===== src/rtl/div_arbiter_pkg.sv =====
// Shared constants and FSM encoding for the divider-sharing arbiter.
package div_arbiter_pkg;

  localparam int DEF_NREQ    = 4;
  localparam int DEF_W       = 32;
  localparam int DEF_TIMEOUT = 64;

  typedef enum logic [1:0] {
    ST_IDLE  = 2'd0,
    ST_ISSUE = 2'd1,
    ST_WAIT  = 2'd2,
    ST_RESP  = 2'd3
  } state_e;

endpackage


===== src/rtl/div_arbiter_if.sv =====
// Requester and divider handshake bundle; slave is the arbiter side, master the environment side.
interface div_arbiter_if
  import div_arbiter_pkg::*;
#(
  parameter int NREQ = DEF_NREQ,
  parameter int W    = DEF_W
);
  logic [NREQ-1:0]   req_valid;
  logic [NREQ-1:0]   req_ready;
  logic [NREQ*W-1:0] req_a;
  logic [NREQ*W-1:0] req_b;
  logic [NREQ-1:0]   rsp_valid;
  logic [W-1:0]      rsp_d;
  logic [W-1:0]      rsp_r;
  logic              rsp_err;
  logic              rsp_timeout;
  logic              div_start;
  logic [W-1:0]      div_a;
  logic [W-1:0]      div_b;
  logic [W-1:0]      div_d;
  logic [W-1:0]      div_r;
  logic              div_ok;
  logic              div_err;
  logic              busy;

  modport slave (
    input  req_valid, req_a, req_b, div_d, div_r, div_ok, div_err,
    output req_ready, rsp_valid, rsp_d, rsp_r, rsp_err, rsp_timeout,
           div_start, div_a, div_b, busy
  );

  modport master (
    output req_valid, req_a, req_b, div_d, div_r, div_ok, div_err,
    input  req_ready, rsp_valid, rsp_d, rsp_r, rsp_err, rsp_timeout,
           div_start, div_a, div_b, busy
  );
endinterface


===== src/rtl/div_arbiter_rr_arbiter.sv =====
// Round-robin pick: first requester searching upward from last_i+1, wrapping.
module rr_arbiter #(
  parameter int NREQ = 4,
  parameter int IW   = 2
) (
  input  logic [NREQ-1:0] req_i,
  input  logic [IW-1:0]   last_i,
  output logic [NREQ-1:0] grant_o,
  output logic [IW-1:0]   idx_o
);
  logic          found_s;
  logic [IW-1:0] cand_s;

  // search order starts just above the previous winner
  always_comb begin
    grant_o = '0;
    idx_o   = '0;
    found_s = 1'b0;
    cand_s  = '0;
    for (int k = 1; k <= NREQ; k++) begin
      cand_s = IW'((int'(last_i) + k) % NREQ);
      if (!found_s && req_i[cand_s]) begin
        found_s         = 1'b1;
        grant_o[cand_s] = 1'b1;
        idx_o           = cand_s;
      end else begin
        found_s = found_s;
      end
    end
  end
endmodule


===== src/rtl/div_arbiter.sv =====
// Shares one external divider among NREQ requesters, one operation in flight,
// with zero-divisor short-circuit and completion timeout.
module div_arbiter
  import div_arbiter_pkg::*;
#(
  parameter int NREQ    = DEF_NREQ,
  parameter int W       = DEF_W,
  parameter int TIMEOUT = DEF_TIMEOUT
) (
  input  logic         clk,
  input  logic         reset_n,
  div_arbiter_if.slave bus
);
  localparam int IW = $clog2(NREQ);
  localparam int CW = $clog2(TIMEOUT);

  state_e          state_q, state_d;
  logic [IW-1:0]   last_q, last_d, idx_q, idx_d;
  logic [W-1:0]    a_q, a_d, b_q, b_d, d_q, d_d, r_q, r_d;
  logic            err_q, err_d, to_q, to_d;
  logic [CW-1:0]   cnt_q, cnt_d;
  logic [NREQ-1:0] grant_s;
  logic [IW-1:0]   win_s;
  logic [W-1:0]    win_a_s, win_b_s;
  logic            in_idle_s, in_resp_s;

  rr_arbiter #(.NREQ(NREQ), .IW(IW)) u_rr (
    .req_i   (bus.req_valid),
    .last_i  (last_q),
    .grant_o (grant_s),
    .idx_o   (win_s)
  );

  // AND-OR mux of the winner's operands using the one-hot grant
  always_comb begin
    win_a_s = '0;
    win_b_s = '0;
    for (int i = 0; i < NREQ; i++) begin
      win_a_s = win_a_s | (bus.req_a[i*W +: W] & {W{grant_s[i]}});
      win_b_s = win_b_s | (bus.req_b[i*W +: W] & {W{grant_s[i]}});
    end
  end

  // next-state logic
  always_comb begin
    state_d = state_q;
    last_d  = last_q;
    idx_d   = idx_q;
    a_d     = a_q;
    b_d     = b_q;
    d_d     = d_q;
    r_d     = r_q;
    err_d   = err_q;
    to_d    = to_q;
    cnt_d   = cnt_q;
    case (state_q)
      ST_IDLE: begin
        if (|grant_s) begin
          idx_d = win_s;
          a_d   = win_a_s;
          b_d   = win_b_s;
          d_d   = '0;
          r_d   = '0;
          to_d  = 1'b0;
          if (win_b_s == '0) begin
            err_d   = 1'b1;
            state_d = ST_RESP;
          end else begin
            err_d   = 1'b0;
            state_d = ST_ISSUE;
          end
        end else begin
          state_d = ST_IDLE;
        end
      end
      ST_ISSUE: begin
        cnt_d   = '0;
        state_d = ST_WAIT;
      end
      ST_WAIT: begin
        cnt_d = cnt_q + CW'(1);
        // completion beats a timeout landing in the same cycle
        if (bus.div_err) begin
          err_d   = 1'b1;
          state_d = ST_RESP;
        end else if (bus.div_ok) begin
          d_d     = bus.div_d;
          r_d     = bus.div_r;
          state_d = ST_RESP;
        end else if (cnt_d == CW'(TIMEOUT - 1)) begin
          to_d    = 1'b1;
          state_d = ST_RESP;
        end else begin
          state_d = ST_WAIT;
        end
      end
      ST_RESP: begin
        last_d  = idx_q;
        state_d = ST_IDLE;
      end
      default: begin
        state_d = ST_IDLE;
      end
    endcase
  end

  // state and datapath registers
  always_ff @(posedge clk or negedge reset_n) begin
    if (!reset_n) begin
      state_q <= ST_IDLE;
      last_q  <= IW'(NREQ - 1);
      idx_q   <= '0;
      a_q     <= '0;
      b_q     <= '0;
      d_q     <= '0;
      r_q     <= '0;
      err_q   <= 1'b0;
      to_q    <= 1'b0;
      cnt_q   <= '0;
    end else begin
      state_q <= state_d;
      last_q  <= last_d;
      idx_q   <= idx_d;
      a_q     <= a_d;
      b_q     <= b_d;
      d_q     <= d_d;
      r_q     <= r_d;
      err_q   <= err_d;
      to_q    <= to_d;
      cnt_q   <= cnt_d;
    end
  end

  assign in_idle_s       = (state_q == ST_IDLE);
  assign in_resp_s       = (state_q == ST_RESP);
  assign bus.req_ready   = (in_idle_s && reset_n) ? grant_s : '0;
  assign bus.rsp_valid   = in_resp_s ? (NREQ'(1) << idx_q) : '0;
  assign bus.rsp_d       = in_resp_s ? d_q : '0;
  assign bus.rsp_r       = in_resp_s ? r_q : '0;
  assign bus.rsp_err     = in_resp_s & err_q;
  assign bus.rsp_timeout = in_resp_s & to_q;
  assign bus.div_start   = (state_q == ST_ISSUE);
  assign bus.div_a       = a_q;
  assign bus.div_b       = b_q;
  assign bus.busy        = !in_idle_s;
endmodule

===== src/flat_wrapper.sv =====
// flat-port wrapper written by rule: the top's interface ports become plain ports
module div_arbiter_flat import div_arbiter_pkg::*;
#(
  parameter int NREQ    = DEF_NREQ,
  parameter int W       = DEF_W,
  parameter int TIMEOUT = DEF_TIMEOUT
)
  (clk, reset_n, bus_req_valid, bus_req_a, bus_req_b, bus_div_d, bus_div_r, bus_div_ok, bus_div_err, bus_req_ready, bus_rsp_valid, bus_rsp_d, bus_rsp_r, bus_rsp_err, bus_rsp_timeout, bus_div_start, bus_div_a, bus_div_b, bus_busy);
  div_arbiter_if #(.NREQ(NREQ), .W(W)) bus_i ();
  input  logic clk;
  input  logic reset_n;
  input wire logic [$bits(bus_i.req_valid)-1:0] bus_req_valid;
  input wire logic [$bits(bus_i.req_a)-1:0] bus_req_a;
  input wire logic [$bits(bus_i.req_b)-1:0] bus_req_b;
  input wire logic [$bits(bus_i.div_d)-1:0] bus_div_d;
  input wire logic [$bits(bus_i.div_r)-1:0] bus_div_r;
  input wire logic [$bits(bus_i.div_ok)-1:0] bus_div_ok;
  input wire logic [$bits(bus_i.div_err)-1:0] bus_div_err;
  output wire logic [$bits(bus_i.req_ready)-1:0] bus_req_ready;
  output wire logic [$bits(bus_i.rsp_valid)-1:0] bus_rsp_valid;
  output wire logic [$bits(bus_i.rsp_d)-1:0] bus_rsp_d;
  output wire logic [$bits(bus_i.rsp_r)-1:0] bus_rsp_r;
  output wire logic [$bits(bus_i.rsp_err)-1:0] bus_rsp_err;
  output wire logic [$bits(bus_i.rsp_timeout)-1:0] bus_rsp_timeout;
  output wire logic [$bits(bus_i.div_start)-1:0] bus_div_start;
  output wire logic [$bits(bus_i.div_a)-1:0] bus_div_a;
  output wire logic [$bits(bus_i.div_b)-1:0] bus_div_b;
  output wire logic [$bits(bus_i.busy)-1:0] bus_busy;
  assign bus_i.req_valid = bus_req_valid;
  assign bus_i.req_a = bus_req_a;
  assign bus_i.req_b = bus_req_b;
  assign bus_i.div_d = bus_div_d;
  assign bus_i.div_r = bus_div_r;
  assign bus_i.div_ok = bus_div_ok;
  assign bus_i.div_err = bus_div_err;
  assign bus_req_ready = bus_i.req_ready;
  assign bus_rsp_valid = bus_i.rsp_valid;
  assign bus_rsp_d = bus_i.rsp_d;
  assign bus_rsp_r = bus_i.rsp_r;
  assign bus_rsp_err = bus_i.rsp_err;
  assign bus_rsp_timeout = bus_i.rsp_timeout;
  assign bus_div_start = bus_i.div_start;
  assign bus_div_a = bus_i.div_a;
  assign bus_div_b = bus_i.div_b;
  assign bus_busy = bus_i.busy;
  div_arbiter #(.NREQ(NREQ), .W(W), .TIMEOUT(TIMEOUT)) u_core (.clk(clk), .reset_n(reset_n), .bus(bus_i));
endmodule

===== config.mk =====
export PLATFORM = sky130hd
export DESIGN_NAME = div_arbiter_flat
export DESIGN_NICKNAME = d
export VERILOG_FILES = /design/src/rtl/div_arbiter_pkg.sv /design/src/rtl/div_arbiter_if.sv /design/src/rtl/div_arbiter_rr_arbiter.sv /design/src/rtl/div_arbiter.sv /design/src/flat_wrapper.sv
export SDC_FILE = /design/constraint.sdc
export NUM_CORES = 1
export LEC_CHECK = 0
export BUFFER_PORTS_ARGS = -buffer_cell sky130_fd_sc_hd__buf_2
export CELL_PAD_IN_SITES_DETAIL_PLACEMENT = 1
export CELL_PAD_IN_SITES_GLOBAL_PLACEMENT = 2
export CORE_MARGIN = 2
export CORE_UTILIZATION = 26
export DETAILED_ROUTE_END_ITERATION = 10
export GPL_ROUTABILITY_DRIVEN = 0
export PLACE_DENSITY = 0.91
export SLEW_MARGIN = 0
export SYNTH_ARGS = -nofsm -noshare
export SYNTH_HDL_FRONTEND = slang
export SYNTH_SLANG_ARGS = --single-unit

===== constraint.sdc =====
create_clock -name clk -period 6.45 [get_ports clk]
set_input_delay 0.3225 -clock clk [delete_from_list [all_inputs] [get_ports clk]]
set_output_delay 0.3225 -clock clk [all_outputs]
set_load 0.1 [all_outputs]

==> flow_metrics.py, run 1 <==
metrics = {
    "run_status": {
        "status": "completed",
    },
    "sta": {
        "relSlewSlack_pct": 13.5,
        "setup_violations": 0,
        "finalCritPeriodShare_pct": 89.0,
        "finalHoldViolCount": 0,
        "slew_viol_final": 0,
        "tns_ps": 0,
        "fmax_mhz": 174,
        "rsz0062_at_grt": "false",
        "tightest_slew_ps": 1300,
        "skew_ps": 21.1,
        "period_needed_ps": 5740,
    },
    "global_routing": {
        "globalRouteMet3Util_pct": 6.50,
        "grtUsageMet2_pct": 39.3,
        "grt_use_total_pct": 22.7,
        "grt_pass1_vias": 10300,
        "grt_util_met1_pct": 27.0,
        "grt_max_degree": 74,
        "grt.overflow.total": 0,
        "grt_pass1_wl_mm": 62.3,
        "antenna_found_initial": 5,
        "grt-busiest-layer": "met2",
    },
    "worst_setup_path": {
        "r2r-end": "u_core.err_q",
        "r2r_slack_ps": 710,
        "critPathLaunch": "u_core.last_q[0]",
        "crit_required_ps": 6780,
        "worstPathArrival_ps": 6070,
        "critPathMaxFanout": 24,
        "criticalPathCategory": "flip-flop to flip-flop",
        "end_kind": "flip-flop",
        "rr_startpoint": "u_core.last_q[0]",
        "setup.worst_path.end": "u_core.err_q",
        "r2r_cells": 13,
        "cp-start-kind": "flip-flop",
    },
    "pwr": {
        "p_leak_nw": 5.98,
        "netSwitchingPower_w": 0.00480,
        "internal-power_w": 0.00322,
        "p_per_area_nw_per_um2": 664,
        "p_sw_share_pct": 59.8,
        "p_clk_share_pct": 12.0,
        "p_comb_share_pct": 69.4,
        "ir_drop_mv": 0.311,
        "seq_power_share_pct": 18.6,
        "finalPower_w": 0.00802,
    },
    "drt": {
        "ant_nets": 0,
        "route.vias.total": 9769,
        "drc": 0,
        "dr.pass1.iters": 5,
        "wirelength_mm": 41.2,
        "routed_via_density": 5.41,
        "drt-wirelength-per-cell_microns": 22.8,
        "drt-initial-drc-count": 533,
    },
    "cts": {
        "path_clk_slew_ps": 70,
        "cts_max_level": 4,
        "root_buffer": "clkbuf_16",
        "clk_latency_ps": 430,
        "cts_tree": "done",
        "clockBufferDepth": 2,
        "cts_buffers": 17,
        "cts_resized": 0,
        "clock_sinks": 142,
    },
    "finish": {
        "final_layout_size_suffix_gt1_share_pct": 42.0,
        "multi_input_area_sq_um": 4850,
        "register_area_sq_um": 3560,
        "nets": 1685,
        "fillers": 4078,
        "area_growth_pct": 36.0,
    },
    "worst_hold_path": {
        "hold_path.class": "input port to flip-flop",
    },
    "yosys": {
        "netlist_top_cells_area": "dfrtp_1, a22o_1, and2_1",
        "postSynthAreaPerCell_sq_um": 9.47,
        "synth_edf_count": 0,
        "synth_cell_types": 54,
        "synth_cells": 937,
        "yosysWarnings": 0,
        "synth_top_cell_area_share_pct": 39.5,
        "synth_async_sr_flop_share_pct": 100,
        "syn_nets": 1280,
        "synth.most_common_cell": "dfrtp_1",
        "synth-seq-cells": 142,
        "mappedNetlistArea_sq_um": 8870,
        "synth.top_cells.by_count": "dfrtp_1, a22o_1, and2_1",
        "ys_seq_area_share_pct": 40.1,
        "synth-main-ff-cell": "dfrtp_1",
        "yosys.area.top_type": "dfrtp_1",
    },
    "placed_design": {
        "portBuffers": 467,
        "dpl.hpwl_mm": 30.9,
    },
    "floorplanning": {
        "start_util_pct": 26.5,
        "die_w_microns": 189,
        "rows": 67,
        "die_area_sq_um": 35600,
        "core_sq_um": 33500,
        "ios": 468,
        "dieHeight_microns": 189,
    },
    "run": {
        "maxCapViolCount": 0,
    },
}
## cell usage in the layout, fill, tap and decap left out, drive strengths merged, types with 4 or more instances in the layout
master and instances:
buf 486, dfrtp 140, a22o 100, and2 86
nand2 69, a22oi 66, o21ai 50, a21oi 46
a221oi 38, nand3 29, mux2 23, and3 22
inv 19, a31oi 17, clkbuf 17, ha 15
nor2 13, a32oi 12, nand2b 9, a31o 9
a221o 7, a2111o 7, o22ai 7, mux2i 7
a21o 7, nor3 6, clkinv 6, nor4 5
nand4 4, mux4 4
## critical path, cell delays in order (launching register included)
cell	delay, ps
dfstp_2	850
inv_1	270
ha_1	550
mux4_2	690
a31o_2	280
a221o_1	270
buf_4	220
and2_1	420
a2111o_1	540
nor4_1	290
buf_4	200
nand4_1	230
or4_4	650
a211oi_2	200
## final cells by class
class	count	share of cell area [%]
well taps	448	4.65
clock buffers	17	3.53
inverters	12	0.373
multi-input cells	682	40.2
repair buffers	487	20.7
flip-flops and latches	142	29.5
diodes	3	0.0622
clock inverters	15	1.05
## repair_timing
action | CTS | global route
hold buffers | 1 | 0
setup buffers | 0 | 0
endpoints found under the hold margin | 21 | 0
## cells by family after synthesis
logic type	Yosys count	share of synthesized area, %
DFF	142	40.1
muxes	34	4.73
AOI/OAI and AO/OA	379	32.0
xor gates and xnor gates	2	0.198
buffers and inverters	113	5.54
adders and majority gates	15	2.12
and+or+nand+nor	252	15.3
## how the worst min path moves through the flow
stage	slack, ps	endpoint	startpoint	depth (start not counted)
2_1_floorplan	30	u_core.bus.div_a[0]	reset_n	0
3_3_place_gp	210	u_core.bus.div_b[7]	reset_n	1
3_5_place_dp	210	u_core.bus.div_b[7]	reset_n	1
4_1_cts	90	u_core.r_q[30]	bus_div_r[30]	2
5_1_grt	100	u_core.d_q[31]	bus_div_d[31]	2
6_report	120	u_core.r_q[23]	bus_div_r[23]	2
## power groups by stage
stage	sequential, W	combinational (W)	clock, W
6_report	0.00149	0.00556	0.000959
5_1_grt	0.00154	0.00593	0.00103
2_1_floorplan	0.00289	0.00280	0
4_1_cts	0.00150	0.00559	0.000982
3_5_place_dp	0.00151	0.00557	0
3_3_place_gp	0.00149	0.00547	0
## layer usage
metal / routed length, microns / up-vias / share of wire [%]
li1: - / 4417 / -
met1: 16300 / 4830 / 40
met2: 20400 / 467 / 50
met3: 3410 / 53 / 8.3
met4: 1030 / 2 / 2.5
met5: 13 / - / 0.032
## sequential cells by signal, indices dropped and copies added (netlist names)
register / flops
u_core.bus.div_a: 32
u_core.bus.div_b: 32
u_core.d_q: 32
u_core.r_q: 32
u_core.cnt_q: 6
u_core.idx_q: 2
u_core.last_q: 2
u_core.state_q: 2
u_core.err_q: 1
u_core.to_q: 1
## stage by stage
stage	cell area [sq um]	instances	setup WS, ps	util, %	hold slack (ps)
6_report	12100	1806	709	36.0	118
4_1_cts	12100	1803	741	36.0	94.3
3_5_place_dp	11500	1770	782	34.3	212
2_1_floorplan	8870	937	1790	-	26.9
5_1_grt	12100	1806	364	36.0	103
3_3_place_gp	11500	1770	929	34.3	207
(Power assumes the default switching activity.)
==> inputs of run 2 (changes only) <==
--- a/config.mk
+++ b/config.mk
@@ -5,14 +5,14 @@
 export SDC_FILE = /design/constraint.sdc
 export NUM_CORES = 1
 export LEC_CHECK = 0
-export BUFFER_PORTS_ARGS = -buffer_cell sky130_fd_sc_hd__buf_2
 export CELL_PAD_IN_SITES_DETAIL_PLACEMENT = 1
 export CELL_PAD_IN_SITES_GLOBAL_PLACEMENT = 2
 export CORE_MARGIN = 2
-export CORE_UTILIZATION = 26
+export CORE_UTILIZATION = 27
 export DETAILED_ROUTE_END_ITERATION = 10
+export DONT_BUFFER_PORTS = 1
 export GPL_ROUTABILITY_DRIVEN = 0
-export PLACE_DENSITY = 0.91
+export PLACE_DENSITY = 0.72
 export SLEW_MARGIN = 0
 export SYNTH_ARGS = -nofsm -noshare
 export SYNTH_HDL_FRONTEND = slang
==> flow_metrics.py, run 2 (synthesis gave the netlist of run 1 again) <==
metrics = {
    "run_status": {
        "status": "completed",
    },
    "finish": {
        "area_growth_pct": 12.0,
        "nets": 1227,
        "most-common-layout-cells": "dfrtp_1, a22o_1, and2_1",
        "fillers": 3740,
        "final_common_cell": "dfrtp_1",
        "final_layout_size_suffix_gt1_share_pct": 12.0,
    },
    "worst_setup_path": {
        "r2r_cells": 13,
        "critPathLaunch": "u_core.last_q[0]",
        "end_kind": "flip-flop",
        "worst-path-stages": 13,
        "path_cells": "inv_1 -> ha_1 -> mux4_2 -> a31o_1 -> a221o_1 -> and2_4 -> a21o_1 -> buf_4 -> or4_4 -> nand2_4 -> buf_12 -> nand2_1 -> o21ai_0",
        "max_stage_delay_ps": 830,
        "worstPathArrival_ps": 6060,
        "slowest_stage": "dfstp_2",
        "rr_startpoint": "u_core.last_q[0]",
        "crit_family": "simple AND/OR/NAND/NOR gates",
        "cp-start-kind": "flip-flop",
        "critPathMaxFanout": 66,
        "cp.buffers_inverters": 3,
        "crit_required_ps": 6790,
        "criticalPathCategory": "flip-flop to flip-flop",
    },
    "worst_hold_path": {
        "min_from": "bus_div_d[29]",
        "hold_path.class": "input port to flip-flop",
        "holdPathStages": 1,
    },
    "drt": {
        "route.vias.total": 7997,
        "drc": 0,
        "ant_nets": 0,
        "routed_via_density": 5.95,
        "dr.pass1.iters": 5,
        "wirelength_mm": 35.4,
        "drt-wirelength-per-cell_microns": 26.4,
        "drt-initial-drc-count": 550,
    },
    "cts": {
        "cts_resized": 0,
        "clock_sinks": 142,
        "cts_buffers": 17,
        "post-cts-setup-buffers": 0,
        "clockBufferDepth": 2,
        "cts_tree": "done",
        "root_buffer": "clkbuf_16",
        "clk_latency_ps": 420,
        "path_clk_slew_ps": 80,
        "cts_max_level": 4,
    },
    "sta": {
        "slew_viol_final": 0,
        "relSlewSlack_pct": 21.7,
        "setup_violations": 0,
        "finalCritPeriodShare_pct": 88.8,
        "skew_ps": 13.8,
        "period_needed_ps": 5730,
        "tightest_slew_ps": 1170,
        "finalHoldViolCount": 0,
        "tns_ps": 0,
        "setup_slack_ps": 722,
        "fmax_mhz": 175,
        "whs_ps": 27.5,
        "rsz0062_at_grt": "false",
    },
    "floorplanning": {
        "die_w_microns": 185,
        "die_area_sq_um": 34300,
        "rows": 66,
        "dieHeight_microns": 185,
        "start_util_pct": 27.3,
        "ios": 468,
        "core_sq_um": 32500,
    },
    "global_routing": {
        "grtUsageMet2_pct": 31.8,
        "grt_use_total_pct": 19.6,
        "grt_max_degree": 143,
        "globalRouteMet3Util_pct": 7.24,
        "grt.overflow.total": 0,
        "antenna_found_initial": 1,
        "grt_util_met1_pct": 22.9,
        "grt_pass1_vias": 7966,
        "grt-busiest-layer": "met2",
        "grt_pass1_wl_mm": 50.6,
    },
    "placed_design": {
        "portBuffers": 0,
        "dpl_worst_slack_ps": 715,
        "dpl.hpwl_mm": 24.9,
    },
    "run": {
        "maxCapViolCount": 0,
    },
}
==> run 2: cell count changes in the layout (fill, tap and decap cells not counted), sizes merged <==
cell,change
buf,-459
bufinv,+3
clkinv,-3
clkinvlp,-1
diode,+1
dlygate4sd3,+1
inv,+1
==> run 2: path summary, 6_finish.rpt <==
path / endpoint / slack, ps
max in group asynchronous: u_core.cnt_q[4] / 5200
worst max register to register: u_core.bus.div_a[16] / 720
worst min-delay path: u_core.d_q[29] / 30
worst max-delay path: u_core.bus.div_a[16] / 720
worst min register to register: u_core.d_q[22] / 500
min in group asynchronous: u_core.r_q[17] / 510
==> run 2: repair_timing <==
| action | CTS | global route |
|---|---|---|
| hold buffers | 2 | 1 |
| hold endpoints to repair | 142 | 1 |
| setup endpoints to repair | 0 | 0 |
==> run 2: layout make-up <==
| class | instances | area [sq um] | area share, % |
|---|---|---|---|
| Tap cell | 442 | 553 | 5.57 |
| Sequential cell | 142 | 3560 | 35.8 |
| Timing Repair Buffer | 29 | 275 | 2.77 |
| Antenna cell | 4 | 10.0 | 0.101 |
| Multi-Input combinational cell | 682 | 4850 | 48.8 |
| Clock inverter | 15 | 219 | 2.20 |
| Inverter | 12 | 45.0 | 0.453 |
| Clock buffer | 17 | 425 | 4.28 |
==> run 2: layer usage <==
layer / wire (microns) / vias up
met5: 0 / -
met1: 13700 / 4007
met2: 17000 / 420
met3: 3490 / 66
li1: - / 3504
met4: 1310 / 0
==> run 2: stage by stage <==
step | instances | instance area [sq um] | utilization, %
final | 1343 | 9940 | 30.6
after global routing | 1343 | 9940 | 30.6
after floorplan | 937 | 8870 | -
after global placement | 1304 | 9230 | 28.5
after detailed placement | 1304 | 9230 | 28.5
after CTS | 1338 | 9920 | 30.6
Power of run 2 is left out: the tool's default activity adds up to more than one toggle a clock period on the data nets, which glitch-free logic cannot reach.
